[src/rtl/apple_placer.sv]
// Purpose: places a new apple after each good collision by sampling random
//          coordinates, serially scanning the snake body, retrying on a hit and
//          falling back to a deterministic +1 sweep after MAX_TRIES samples.
// Latency: commit 3+body_len cycles after the event pulse when the first
//          candidate is free; each hit adds (hit index + 2) cycles.
// Backpressure: none; one event arriving while busy is held in a one-deep
//          pending flag and further events are dropped.
// Ports: clk/reset (async active-low), goodColl (collision level, async),
//        randX/randY (random candidate), body/body_len (snake segments),
//        x/y (pixel being drawn), apple (registered pixel flag),
//        apple_cord/apple_valid (committed apple), busy, place_done (pulse).
module apple_placer #(
    parameter int         BODY_MAX   = 50,
    parameter int         MAX_TRIES  = 8,
    parameter logic [7:0] RESET_CORD = 8'hC5
) (
    input  logic                     clk,
    input  logic                     reset,
    input  logic                     goodColl,
    input  logic [3:0]               randX,
    input  logic [3:0]               randY,
    input  logic [BODY_MAX-1:0][7:0] body,
    input  logic [5:0]               body_len,
    input  logic [3:0]               x,
    input  logic [3:0]               y,
    output logic                     apple,
    output logic [7:0]               apple_cord,
    output logic                     apple_valid,
    output logic                     busy,
    output logic                     place_done
);

    localparam int               TRY_W   = $clog2(MAX_TRIES + 1);
    localparam logic [TRY_W-1:0] TRY_LIM = TRY_W'(MAX_TRIES);

    typedef enum logic [1:0] {IDLE, LOAD, SCAN, COMMIT} state_t;

    state_t           state;
    state_t           state_nxt;
    logic             s1, s2, s3;
    logic             evt;
    logic             pending;
    logic [TRY_W-1:0] tries;
    logic [5:0]       idx;
    logic [7:0]       cand;
    logic             hit;
    logic             start;

    // s1/s2 synchronise the asynchronous level; s3 turns it into a rising-edge pulse
    assign evt  = s2 & ~s3;
    assign hit  = (body[idx] == cand);
    assign busy = (state != IDLE);

    always_ff @(posedge clk or negedge reset) begin
        if (!reset) begin
            state <= IDLE;
        end else begin
            state <= state_nxt;
        end
    end

    always_comb begin
        state_nxt = state;
        start     = 1'b0;
        case (state)
            IDLE: begin
                if (evt || pending) begin
                    state_nxt = LOAD;
                    start     = 1'b1;
                end
            end
            LOAD: begin
                state_nxt = (body_len == 6'd0) ? COMMIT : SCAN;
            end
            SCAN: begin
                // a hit abandons the rest of the scan and draws a new candidate
                if (hit) begin
                    state_nxt = LOAD;
                end else if (idx == body_len - 6'd1) begin
                    state_nxt = COMMIT;
                end
            end
            COMMIT: begin
                state_nxt = IDLE;
            end
            default: begin
                state_nxt = IDLE;
            end
        endcase
    end

    always_ff @(posedge clk or negedge reset) begin
        if (!reset) begin
            s1          <= 1'b0;
            s2          <= 1'b0;
            s3          <= 1'b0;
            pending     <= 1'b0;
            tries       <= '0;
            idx         <= '0;
            cand        <= '0;
            apple_cord  <= RESET_CORD;
            apple_valid <= 1'b1;
            apple       <= 1'b0;
            place_done  <= 1'b0;
        end else begin
            s1         <= goodColl;
            s2         <= s1;
            s3         <= s2;
            place_done <= 1'b0;
            apple      <= apple_valid & ({x, y} == apple_cord);

            // leaving IDLE always consumes the pending request; while busy a
            // single event is remembered and any more are dropped
            if (state == IDLE) begin
                pending <= 1'b0;
            end else if (evt) begin
                pending <= 1'b1;
            end

            if (start) begin
                apple_valid <= 1'b0;
            end

            case (state)
                LOAD: begin
                    idx <= '0;
                    if (tries < TRY_LIM) begin
                        cand  <= {randX, randY};
                        tries <= tries + 1'b1;
                    end else begin
                        // random source keeps colliding: walk the board so the
                        // search is bounded (body is always shorter than 256 cells)
                        cand <= cand + 8'd1;
                    end
                end
                SCAN: begin
                    if (!hit) begin
                        idx <= idx + 6'd1;
                    end
                end
                COMMIT: begin
                    apple_cord  <= cand;
                    apple_valid <= 1'b1;
                    place_done  <= 1'b1;
                    tries       <= '0;
                end
                default: begin
                end
            endcase
        end
    end

endmodule

[config.mk]
export PLATFORM = sky130hd
export DESIGN_NAME = apple_placer
export DESIGN_NICKNAME = d
export VERILOG_FILES = /design/src/rtl/apple_placer.sv
export SDC_FILE = /design/constraint.sdc
export NUM_CORES = 1
export LEC_CHECK = 0
export CAP_MARGIN = 20
export CORE_AREA = 4 4 170 172
export DETAILED_ROUTE_END_ITERATION = 16
export DIE_AREA = 0 0 174 176
export PLACE_DENSITY = 0.63
export SYNTH_ARGS = -nofsm -noshare
export SYNTH_HDL_FRONTEND = slang
export SYNTH_SLANG_ARGS = --single-unit
[constraint.sdc]
create_clock -name clk -period 8.45 [get_ports clk]
set_input_delay 2.1125 -clock clk [delete_from_list [all_inputs] [get_ports clk]]
set_output_delay 2.1125 -clock clk [all_outputs]
set_load 0.05 [all_outputs]
# Word level (Yosys, flattened, before mapping)
# Cells that the tools add are included.
# op_classes
n_addsub	4
order_cmp	2
n_eq_ne	10
muxes	19
bitwise	3
reduce_logical	11
# ops
op	count
8-bit binary-select mux with 6-bit select	1
8-bit == test	2
8-bit two-way mux	2
6-bit one-hot mux with 2 select lines	1
2-bit nonzero test	5
8-bit by 1-bit adder with 8-bit output, second input constant	1
1-bit two-way mux	8
2-bit one-hot mux with 4 select lines	1
4-bit one-hot mux with 2 select lines	1
6-bit by 7-bit less-than comparator with 1-bit output, second input constant	1
6-bit by 1-bit adder with 6-bit output, second input constant	1
6-bit == test	1
6-bit logical NOT	1
2-bit two-way mux	3
6-bit two-way mux	1
2-bit != test, second input constant	3
2-bit AND reduction	3
6-bit by 1-bit subtractor with 6-bit output, second input constant	1
4-bit by 1-bit adder with 4-bit output, second input constant	1
2-bit == test, second input constant	2
4-bit less-than comparator, second input constant	1
4-bit two-way mux	1
3-bit != test, second input constant	1
1-bit AND	2
4 further kinds	4
# word_totals
regBits	35
in_bits	425
out_inout_bits	12
word_cells	61

# Depth between registers and ports, before layout
# Gate-level depths: netlist of the first run.
# depth
depth_word	7
ltp_mapped	16
ltp_nobuf	10

# Worst setup path after synthesis of the first run
# Ideal clock, no wire load.
# synth_path
path_type	input port to flip-flop
start	in body[223] (netlist name)
end	reg idx[4]
setup_ns	0.126
t_arrival_ns	4.206
required_ns	8.324
path_slack_ns	4.117
cell_stages	10
n_path_buf	0
path_cell_list	mux4_2 > mux2_2 > a21oi_1 > a211oi_1 > o22ai_2 > xnor2_1 > a2111oi_4 > nand4_2 > nor4b_1 > a311o_1
# synth_between
elab_chain_cells	5
# synth_rtl
item	line_no	source
start: declaration	22	input logic [BODY_MAX-1:0][7:0] body,
8-bit binary-select mux with 6-bit select	51	assign hit = (body[idx] == cand);
8-bit two-way mux (implied by the code)	51	
8-bit == test	51	
2-bit != test (no source line)	-	
2-bit AND reduction (no source line)	-	
end signal: assignment	138	idx <= idx + 6'd1;
end: declaration	44	logic [5:0] idx;
# Every way passes these cells. The select of a mux whose other input is x is not followed.
# A chain may end at the register's enable or synchronous reset.

# Final worst setup path of the first run
# layout_path
start	in body[184] (netlist name)
end	reg idx[4]
# The elaborated chain is that of the path after synthesis.

==> flow_metrics.tcl, run 1 <==
set metrics [dict create \
    run_status "finished clean" \
    insertion_delay_ns 0.28 \
    synth_top_family_by_area "multiplexers" \
    drt_drc_violations_left 0 \
    grt_pass1_vias 7050 \
    maxSlewViolCount 0 \
    holdPathStages 0 \
    drt-pass1-iter-count 5 \
    cts_sinks 35 \
    groute.layer.met3.usage_pct 4.86 \
    critical_path.max_fanout 13 \
    vias 6690 \
    floorplan.die.height_um 176 \
    multi_input_comb_area_um2 4220 \
    die_width_um 174 \
    p_leak_uw 0.00373 \
    cp-end-kind "register" \
    clk_path_buf_depth 2 \
    finalCriticalPeriod_ns 5.02 \
    clk_pin_slew_worst_paths_ns 0.06 \
    fin_setup_tns_ns 0 \
    maxSlewHeadroom_pct 34.6 \
    post_synth_fa_ha_maj_area_fraction_pct 0.906 \
    worst_ep_arrival_time_ns 5.17 \
    max_cap_violations 0 \
    power.ir.vdd_worst_mv 0.157 \
    dp_slack_ns 3.14 \
    yosys-top-cells-area "sky130_fd_sc_hd__mux2i_1 20%, sky130_fd_sc_hd__mux4_2 19%, sky130_fd_sc_hd__dfrtp_1 14%" \
    finalClockSkew_ns 0.00610 \
    cts_inserted_buffers 5 \
    place_hpwl_um 27000 \
    syn-instance-count 595 \
    synthesis_to_layout_area_growth_pct 84.3 \
    place.gp.congestion 0.891 \
    die-area_um2 30600 \
    clock_root_buffer "sky130_fd_sc_hd__clkbuf_16" \
    ys.flop_type "sky130_fd_sc_hd__dfrtp_1" \
    grt_setup_unrepaired "no" \
    worst_pin_slew_ns 0.976 \
    crit_type "input port to register" \
    grt_pass1_wl_um 45900 \
    total_standard_cell_area_after_synthesis_um2 5520 \
    synthDominantCellAreaShare_pct 19.8 \
    syn_area_cell_um2 9.28 \
    compound_gate_portion_of_the_synthesized_area_pct 18.8 \
    synth_xor_xnor_area_share_pct 2.85 \
    ios 437 \
    simple_gate_portion_of_the_synthesized_area_pct 13.2 \
    synth_seq_area_share_pct 16.0 \
    regToRegStartpoint "idx[0]" \
    grt_busiest_layer "met2" \
    yosys_cell_types 62 \
    buffer_ports.inserted 436 \
    post_drt_wl_per_cell_um 24.4 \
    layout.nets 1419 \
    fillerInstances 2790 \
    h-tree-depth 2 \
    initial_core_util_pct 20.1 \
    wl_um 32600 \
    mux_contribution_to_synthesized_area_pct 40.6 \
    stdcell_area_um2 10200 \
    hold_class "register to register" \
    finalCritPeriodShare_pct 59.4 \
    max_freq_ghz 0.199 \
    postSynthNetCount 1024 \
    postCtsResizedCells 0 \
    whs_ns 0.389 \
    global_route_met1_usage_pct 23.6 \
    yosysTopAreaCell "sky130_fd_sc_hd__mux2i_1" \
    critical_path_start_type "input port" \
    powerDensity_nw_per_um2 231 \
    synth_commonest_cells "109 x sky130_fd_sc_hd__mux2i_1, 50 x sky130_fd_sc_hd__nand2_1, 47 x sky130_fd_sc_hd__mux4_2" \
    yosys.cell_count.top_type "sky130_fd_sc_hd__mux2i_1" \
    grt_max_degree 81 \
    async_flop_share_pct 100 \
    fp.coreArea_um2 27500 \
    synth_warnings 0 \
    min_delay_worst_endpoint "s3" \
    ff2ff_setup_slack_ns 3.98 \
    antenna_nets_post_route 0 \
    timing.rr.end "idx[4]" \
    timing_hold_violations_final 0 \
    synth_edf_count 0 \
    holdCritStartpoint "s2" \
    dr.first_iter.drc_count 451 \
    final_layout_size_suffix_gt1_share_pct 8.88 \
    total_routing_resource_utilization_after_global_routing_pct 19.8 \
    global_route.usage.met2_pct 36.4 \
    final-setup-viol-count 0 \
    postLayoutSetupSlackWorst_ns 3.43 \
    antenna_found_initial 2 \
    dpl_cell_area_um2 10000 \
    grt_overflow_total 0 \
    worst-r2r-cell-count 11 \
    cts_tree "done" \
    worstPathRequired_ns 8.61 \
    post_synthesis_register_bit_count 35 \
    ff_latch_area_um2 888 \
    rows 61 \
    cts_hold_buffers 0 \
    postCtsSetupRepairBufs 0 \
    avgViaCountPerCell 5.00 \
]
==> worst max path at each step <==
stage / from / end / slack (ns) / cells past startpoint
finish: body[184] / idx[4] / 3.43 / 11
CTS: body[184] / idx[4] / 3.42 / 11
global placement: body[184] / idx[4] / 3.09 / 11
floorplan: body[223] / idx[4] / 4.12 / 10
detailed placement: body[184] / idx[4] / 3.14 / 11
global route: body[184] / idx[4] / 3.26 / 11
==> flip-flops by register name (all words and copies together), names as in the netlist <==
signal and cells:
apple 1, s1 1, apple_valid 1, apple_cord 8, pending 1, s2 1
tries 4, idx 6, s3 1, place_done 1, state 2, cand 8
==> stage by stage <==
stage	power [uW]	utilization, %	std cells
after CTS	2370	37.0	1336
after floorplan	1610	-	595
after global routing	2510	37.0	1337
final	2350	37.0	1338
after global placement	2180	36.5	1328
after detailed placement	2190	36.5	1328
==> critical path, cell delays in order <==
cell,delay [ns]
sky130_fd_sc_hd__clkdlybuf4s50_1,0.51
sky130_fd_sc_hd__mux2i_1,0.09
sky130_fd_sc_hd__a221oi_1,0.31
sky130_fd_sc_hd__o21ai_1,0.11
sky130_fd_sc_hd__a311oi_1,0.45
sky130_fd_sc_hd__nor2_1,0.14
sky130_fd_sc_hd__a22o_1,0.29
sky130_fd_sc_hd__nor4b_2,0.28
sky130_fd_sc_hd__nand4_2,0.31
sky130_fd_sc_hd__nor4b_1,0.25
sky130_fd_sc_hd__a311o_1,0.31
==> logic make-up (layout without fill, tap and decap cells) <==
family	count (synthesis)	after routing
AOI/OAI and AO/OA	156	156
xor gates and xnor gates	18	18
adders and majority gates	4	4
buffers and inverters	71	467
DFF	35	35
muxes	164	164
other	0	1
and+or+nand+nor	147	147
==> final cells by class <==
cell class / instances / share of cell area [%]
Inverter: 13 / 0.479
Sequential cell: 35 / 8.73
Clock inverter: 1 / 0.0492
Timing Repair Buffer: 446 / 43.7
Tap cell: 346 / 4.25
Antenna cell: 1 / 0.0246
Clock buffer: 7 / 1.30
Multi-Input combinational cell: 489 / 41.4
==> per-layer routing <==
| metal | wire, um | part of all wire [%] | vias up |
|---|---|---|---|
| met1 | 13000 | 40 | 3189 |
| li1 | - | - | 3120 |
| met4 | 639 | 2.0 | 2 |
| met2 | 16300 | 50 | 338 |
| met3 | 2660 | 8.2 | 41 |
| met5 | 13 | 0.040 | - |
==> placed cells by master (no fill, tap or decap), drive strengths merged, types with 8 or more instances in the layout <==
master / n
nand3: 16
mux4: 47
nor2: 25
and3: 10
inv: 12
mux2i: 109
a22oi: 10
dfrtp: 30
mux2: 8
o21ai: 34
o221ai: 10
nor3: 11
o22ai: 25
clkdlybuf4s50: 436
xnor2: 13
nand2: 50
buf: 10
a21oi: 36
==> where the power goes <==
group	leakage, uW	total (uW)	switching [uW]	internal [uW]
sequential	0.000417	436	192	244
combinational	0.00325	1740	897	843
clock	0.0000679	173	63.9	109
Power figures use the tool's default switching activity.
==> run 2, diff against run 1 <==
==> constraint.sdc (replaced) <==
create_clock -name clk -period 4.65 [get_ports clk]
set_input_delay 1.1625 -clock clk [delete_from_list [all_inputs] [get_ports clk]]
set_output_delay 1.1625 -clock clk [all_outputs]
set_load 0.05 [all_outputs]
==> flow_metrics.tcl, run 2 (synthesis results as in run 1) <==
set metrics [dict create \
    die-area_um2 30600 \
    clk_path_buf_depth 2 \
    synthesis_to_layout_area_growth_pct 87.9 \
    drt_drc_violations_left 0 \
    grt_setup_unrepaired "no" \
    power.share.sequential_pct 17.6 \
    run_status "finished clean" \
    finalCritPeriodShare_pct 84.2 \
    place.gp.congestion 0.883 \
    h-tree-depth 2 \
    stdcell_area_um2 10400 \
    critical_path_start_type "input port" \
    avgViaCountPerCell 5.01 \
    final-setup-viol-count 0 \
    fin_setup_tns_ns 0 \
    cts_tree "done" \
    powerDensity_nw_per_um2 433 \
    power.share.combinational_pct 73.7 \
    layout.nets 1437 \
    rows 61 \
    wl_um 33300 \
    max_freq_ghz 0.255 \
    max_cap_violations 0 \
    final_layout_size_suffix_gt1_share_pct 10.7 \
    antenna_found_initial 3 \
    cts_hold_buffers 0 \
    post_drt_wl_per_cell_um 24.5 \
    buffer_ports.inserted 436 \
    insertion_delay_ns 0.28 \
    worstPathRequired_ns 4.83 \
    floorplan.die.height_um 176 \
    grt_pass1_vias 7236 \
    most-common-layout-cells "436 x sky130_fd_sc_hd__clkdlybuf4s50_1, 109 x sky130_fd_sc_hd__mux2i_1, 50 x sky130_fd_sc_hd__nand2_1, 47 x sky130_fd_sc_hd__mux4_2, 36 x sky130_fd_sc_hd__a21oi_1" \
    postCtsSetupRepairBufs 0 \
    postCtsResizedCells 0 \
    dpl_cell_area_um2 10200 \
    cp-end-kind "register" \
    finalCriticalPeriod_ns 3.91 \
    antenna_nets_post_route 0 \
    power_switching_share_pct 48.2 \
    maxSlewViolCount 0 \
    vias 6795 \
    postLayoutSetupSlackWorst_ns 0.736 \
    critical_path.max_fanout 12 \
    reg.largest.list "apple_cord (8), cand (8), idx (6)" \
    place_hpwl_um 27700 \
    die_width_um 174 \
    multi_input_comb_area_um2 4220 \
    power.ir.vdd_worst_mv 0.180 \
    drt-pass1-iter-count 7 \
    fillerInstances 2777 \
    initial_core_util_pct 20.1 \
    fp.coreArea_um2 27500 \
    maxSlewHeadroom_pct 29.7 \
    power.net_switching_uw 2160 \
    grt_overflow_total 0 \
    timing_hold_violations_final 0 \
    dr.first_iter.drc_count 443 \
    cts_inserted_buffers 5 \
    hold_class "register to register" \
    finalClockSkew_ns 0.00381 \
    dp_slack_ns 0.443 \
    clk_pin_slew_worst_paths_ns 0.06 \
    cts_sinks 35 \
    grt_pass1_wl_um 47000 \
    ff_latch_area_um2 888 \
    worst_pin_slew_ns 1.05 \
    ios 437 \
    crit_type "input port to register" \
    ff2ff_setup_slack_ns 0.77 \
    power.share.clock_pct 8.7 \
    p_leak_uw 0.00385 \
    clock_root_buffer "sky130_fd_sc_hd__clkbuf_16" \
    layout.cells.most_common "sky130_fd_sc_hd__clkdlybuf4s50_1" \
    worst_ep_arrival_time_ns 4.10 \
    total_routing_resource_utilization_after_global_routing_pct 20.3 \
    grt_max_degree 42 \
    internal_power_uw 2330 \
]
-- run 2: changes by cell type in the layout (fill, tap and decap cells not counted), sizes merged --
cell,before,now
buf,10,28
bufinv,0,1
clkbuf,7,6
-- run 2: area by class of cell --
type,instances,area share [%]
clock inverters,2,0.338
diodes,1,0.0241
flip-flops and latches,35,8.56
well taps,346,4.17
clock buffers,6,1.34
multi-input cells,489,40.6
inverters,13,0.470
repair buffers,464,44.4
-- run 2: power groups by stage --
stage | Clock (uW) | Combinational (uW) | Sequential, uW
2_1_floorplan | 0 | 2240 | 687
3_3_place_gp | 0 | 3290 | 798
3_5_place_dp | 0 | 3300 | 800
4_1_cts | 396 | 3320 | 795
5_1_grt | 408 | 3550 | 829
6_report | 391 | 3310 | 793
-- run 2: stage by stage --
stage / utilization (%) / total power (uW) / hold WS (ns) / cells
final: 37.8 / 4490 / 0.346 / 1356
after global routing: 37.8 / 4780 / 0.350 / 1356
after CTS: 37.7 / 4510 / 0.348 / 1354
after detailed placement: 37.1 / 4100 / 0.335 / 1346
after global placement: 37.1 / 4090 / 0.335 / 1346
after floorplan: - / 2930 / 0.331 / 595
-- run 2: worst paths after layout --
kind	to	start	depth (start not counted)
min reg2reg	s2	s1	0
max reg2reg	state[0]	idx[3]	12
max in group asynchronous	idx[0]	reset	2
min in group asynchronous	apple_cord[4]	reset	2
min	s2	s1	0
max	state[0]	body[216]	12
-- run 2: worst max-delay path, cell delays in order --
cell and delay (ns):
sky130_fd_sc_hd__clkdlybuf4s50_1 0.46, sky130_fd_sc_hd__mux2i_1 0.08, sky130_fd_sc_hd__a221oi_1 0.34, sky130_fd_sc_hd__o21ai_1 0.11, sky130_fd_sc_hd__a311oi_1 0.52, sky130_fd_sc_hd__nor2_1 0.11
sky130_fd_sc_hd__a22o_1 0.27, sky130_fd_sc_hd__nor4b_2 0.28, sky130_fd_sc_hd__nand4_2 0.14, sky130_fd_sc_hd__buf_4 0.21, sky130_fd_sc_hd__and3_1 0.17, sky130_fd_sc_hd__o32ai_1 0.25
-- run 2: per-layer routing --
layer / up-vias / wire [um] / track usage [%]
li1: 3161 / - / -
met1: 3230 / 13400 / 24.7
met2: 355 / 16300 / 36.4
met3: 45 / 2770 / 5.22
met4: 4 / 753 / 4.22
met5: - / 17 / 0
==> run 3, diff against run 2 <==
--- a/config.mk
+++ b/config.mk
@@ -9,7 +9,7 @@
 export CORE_AREA = 4 4 170 172
 export DETAILED_ROUTE_END_ITERATION = 16
 export DIE_AREA = 0 0 174 176
-export PLACE_DENSITY = 0.63
+export PLACE_DENSITY = 0.65
 export SYNTH_ARGS = -nofsm -noshare
 export SYNTH_HDL_FRONTEND = slang
 export SYNTH_SLANG_ARGS = --single-unit
==> constraint.sdc (replaced) <==
create_clock -name clk -period 3.6 [get_ports clk]
set_input_delay 0.9 -clock clk [delete_from_list [all_inputs] [get_ports clk]]
set_output_delay 0.9 -clock clk [all_outputs]
set_load 0.05 [all_outputs]
==> flow_metrics.tcl, run 3 (synthesis results as in run 1) <==
set metrics [dict create \
    power.ir.vdd_worst_mv 0.278 \
    holdPathStages 0 \
    postLayoutSetupSlackWorst_ns 0.111 \
    worst_path_max_delay_cell "sky130_fd_sc_hd__clkdlybuf4s50_1" \
    crit_type "input port to register" \
    multi_input_comb_area_um2 4250 \
    p_leak_uw 0.00391 \
    power.share.clock_pct 7.3 \
    finalCritPeriodShare_pct 96.9 \
    wl_um 33400 \
    cts_sinks 35 \
    power.share.sequential_pct 15.0 \
    cts_hold_buffers 0 \
    fin_setup_tns_ns 0 \
    floorplan.die.height_um 176 \
    whs_ns 0.376 \
    dp_cell_count 1360 \
    fillerInstances 2756 \
    final_cell_count_no_fill 1369 \
    layout.core_utilization_pct 38.2 \
    ff2ff_setup_slack_ns 0.16 \
    min_delay_worst_endpoint "s3" \
    die_width_um 174 \
    insertion_delay_ns 0.28 \
    worst_pin_slew_ns 0.612 \
    antenna_nets_post_route 0 \
    clk_path_buf_depth 2 \
    vias 6801 \
    cp-startpoint "body[101]" \
    clock_root_buffer "sky130_fd_sc_hd__clkbuf_16" \
    timing.rr.end "state[1]" \
    post_drt_wl_per_cell_um 24.4 \
    cts_inserted_buffers 5 \
    max_freq_ghz 0.287 \
    layout.nets 1450 \
    worstPathRequired_ns 3.77 \
    drt-pass1-iter-count 4 \
    place_hpwl_um 28400 \
    grt_overflow_total 0 \
    worst-r2r-cell-count 13 \
    regToRegStartpoint "idx[0]" \
    maxSlewViolCount 0 \
    powerDensity_nw_per_um2 557 \
    cp-end-kind "register" \
    finalClockSkew_ns 0.00658 \
    timing_hold_violations_final 0 \
    critical_path_start_type "input port" \
    most-common-layout-cells "436 x sky130_fd_sc_hd__clkdlybuf4s50_1, 108 x sky130_fd_sc_hd__mux2i_1, 50 x sky130_fd_sc_hd__nand2_1, 47 x sky130_fd_sc_hd__mux4_2, 36 x sky130_fd_sc_hd__a21oi_1" \
    layout.cells.most_common "sky130_fd_sc_hd__clkdlybuf4s50_1" \
    holdCritStartpoint "s2" \
    power_switching_share_pct 47.7 \
    grt_pass1_wl_um 47700 \
    clk_pin_slew_worst_paths_ns 0.05 \
    max_cap_violations 0 \
    total_routing_resource_utilization_after_global_routing_pct 20.7 \
    initial_core_util_pct 20.1 \
    rows 61 \
    finalCriticalPeriod_ns 3.49 \
    place.gp.congestion 0.908 \
    ff_latch_area_um2 888 \
    ios 437 \
    grt_pass1_vias 7293 \
    reg.largest.list "apple_cord (8), cand (8), idx (6)" \
    h-tree-depth 2 \
    final-setup-viol-count 0 \
    power.share.combinational_pct 77.7 \
    postCtsSetupRepairBufs 0 \
    hold_class "register to register" \
    power.net_switching_uw 2790 \
    critical_path.max_fanout 7 \
    slowest_delay_ns 0.50 \
    antenna_found_initial 5 \
    grt_max_degree 50 \
    internal_power_uw 3060 \
    drt_drc_violations_left 0 \
    grt_setup_unrepaired "no" \
    worst_ep_arrival_time_ns 3.66 \
    die-area_um2 30600 \
    run_status "finished clean" \
    avgViaCountPerCell 4.97 \
    final_layout_size_suffix_gt1_share_pct 12.2 \
    synthesis_to_layout_area_growth_pct 90.2 \
    cts_tree "done" \
    dr.first_iter.drc_count 430 \
    dp_slack_ns -0.302 \
    buffer_ports.inserted 436 \
    crit_path_cell_trace "clkdlybuf4s50_1, mux4_2, inv_1, o21ai_1, o31ai_1, o32ai_1, xor2_1, a2111oi_4, nand4_2, buf_6, and2_1, a21o_1" \
    maxSlewHeadroom_pct 58.7 \
    fp.coreArea_um2 27500 \
]
run 3: worst max path at each step:
stage / to
after floorplan: idx[4]
after global placement: state[1]
after detailed placement: state[1]
after CTS: state[1]
after global routing: state[1]
final: state[1]
run 3: stage by stage:
stage | total power, uW | instance area, um^2
after global placement | 5370 | 10300
after floorplan | 3780 | 5520
after CTS | 5850 | 10500
final | 5860 | 10500
after detailed placement | 5400 | 10300
after global routing | 6250 | 10500
run 3: power groups by stage:
stage	registers, uW	clock network (uW)	logic, uW
final	878	430	4550
after global routing	908	458	4880
after CTS	879	440	4530
after detailed placement	882	0	4520
after global placement	883	0	4490
after floorplan	887	0	2890
run 3: what timing repair did:
action / CTS / global route
pin swaps: 0 / 3
gates resized for setup: 1 / 6
setup endpoints to repair: 2 / 4
cloned: 0 / 0
run 3: final cells by class:
class                      count  share of cell area [%]
inverter                      13                   0.465
antenna                        1                  0.0238
sequential                    35                    8.46
timing repair buffer         477                    45.1
tap                          346                    4.12
clock buffer                   7                    1.36
multi-input combinational    489                    40.4
clock inverter                 1                  0.0476
run 3: worst max-delay path, delay by kind of cell:
| family | cells | cell delay [ns] |
|---|---|---|
| AO/OA/AOI/OAI | 5 | 1.30 |
| XOR/XNOR | 1 | 0.15 |
| buffers and inverters | 3 | 0.72 |
| multiplexers | 1 | 0.23 |
| AND/OR/NAND/NOR | 2 | 0.35 |
run 3: layer usage:
layer	GRT usage, %	part of all wire (%)	routed length (um)	vias to the layer above
li1	-	-	-	3184
met1	24.7	40	13300	3230
met2	37.2	49	16500	335
met3	5.35	8.0	2670	44
met4	5.08	2.5	824	8
met5	0	0.16	55	-
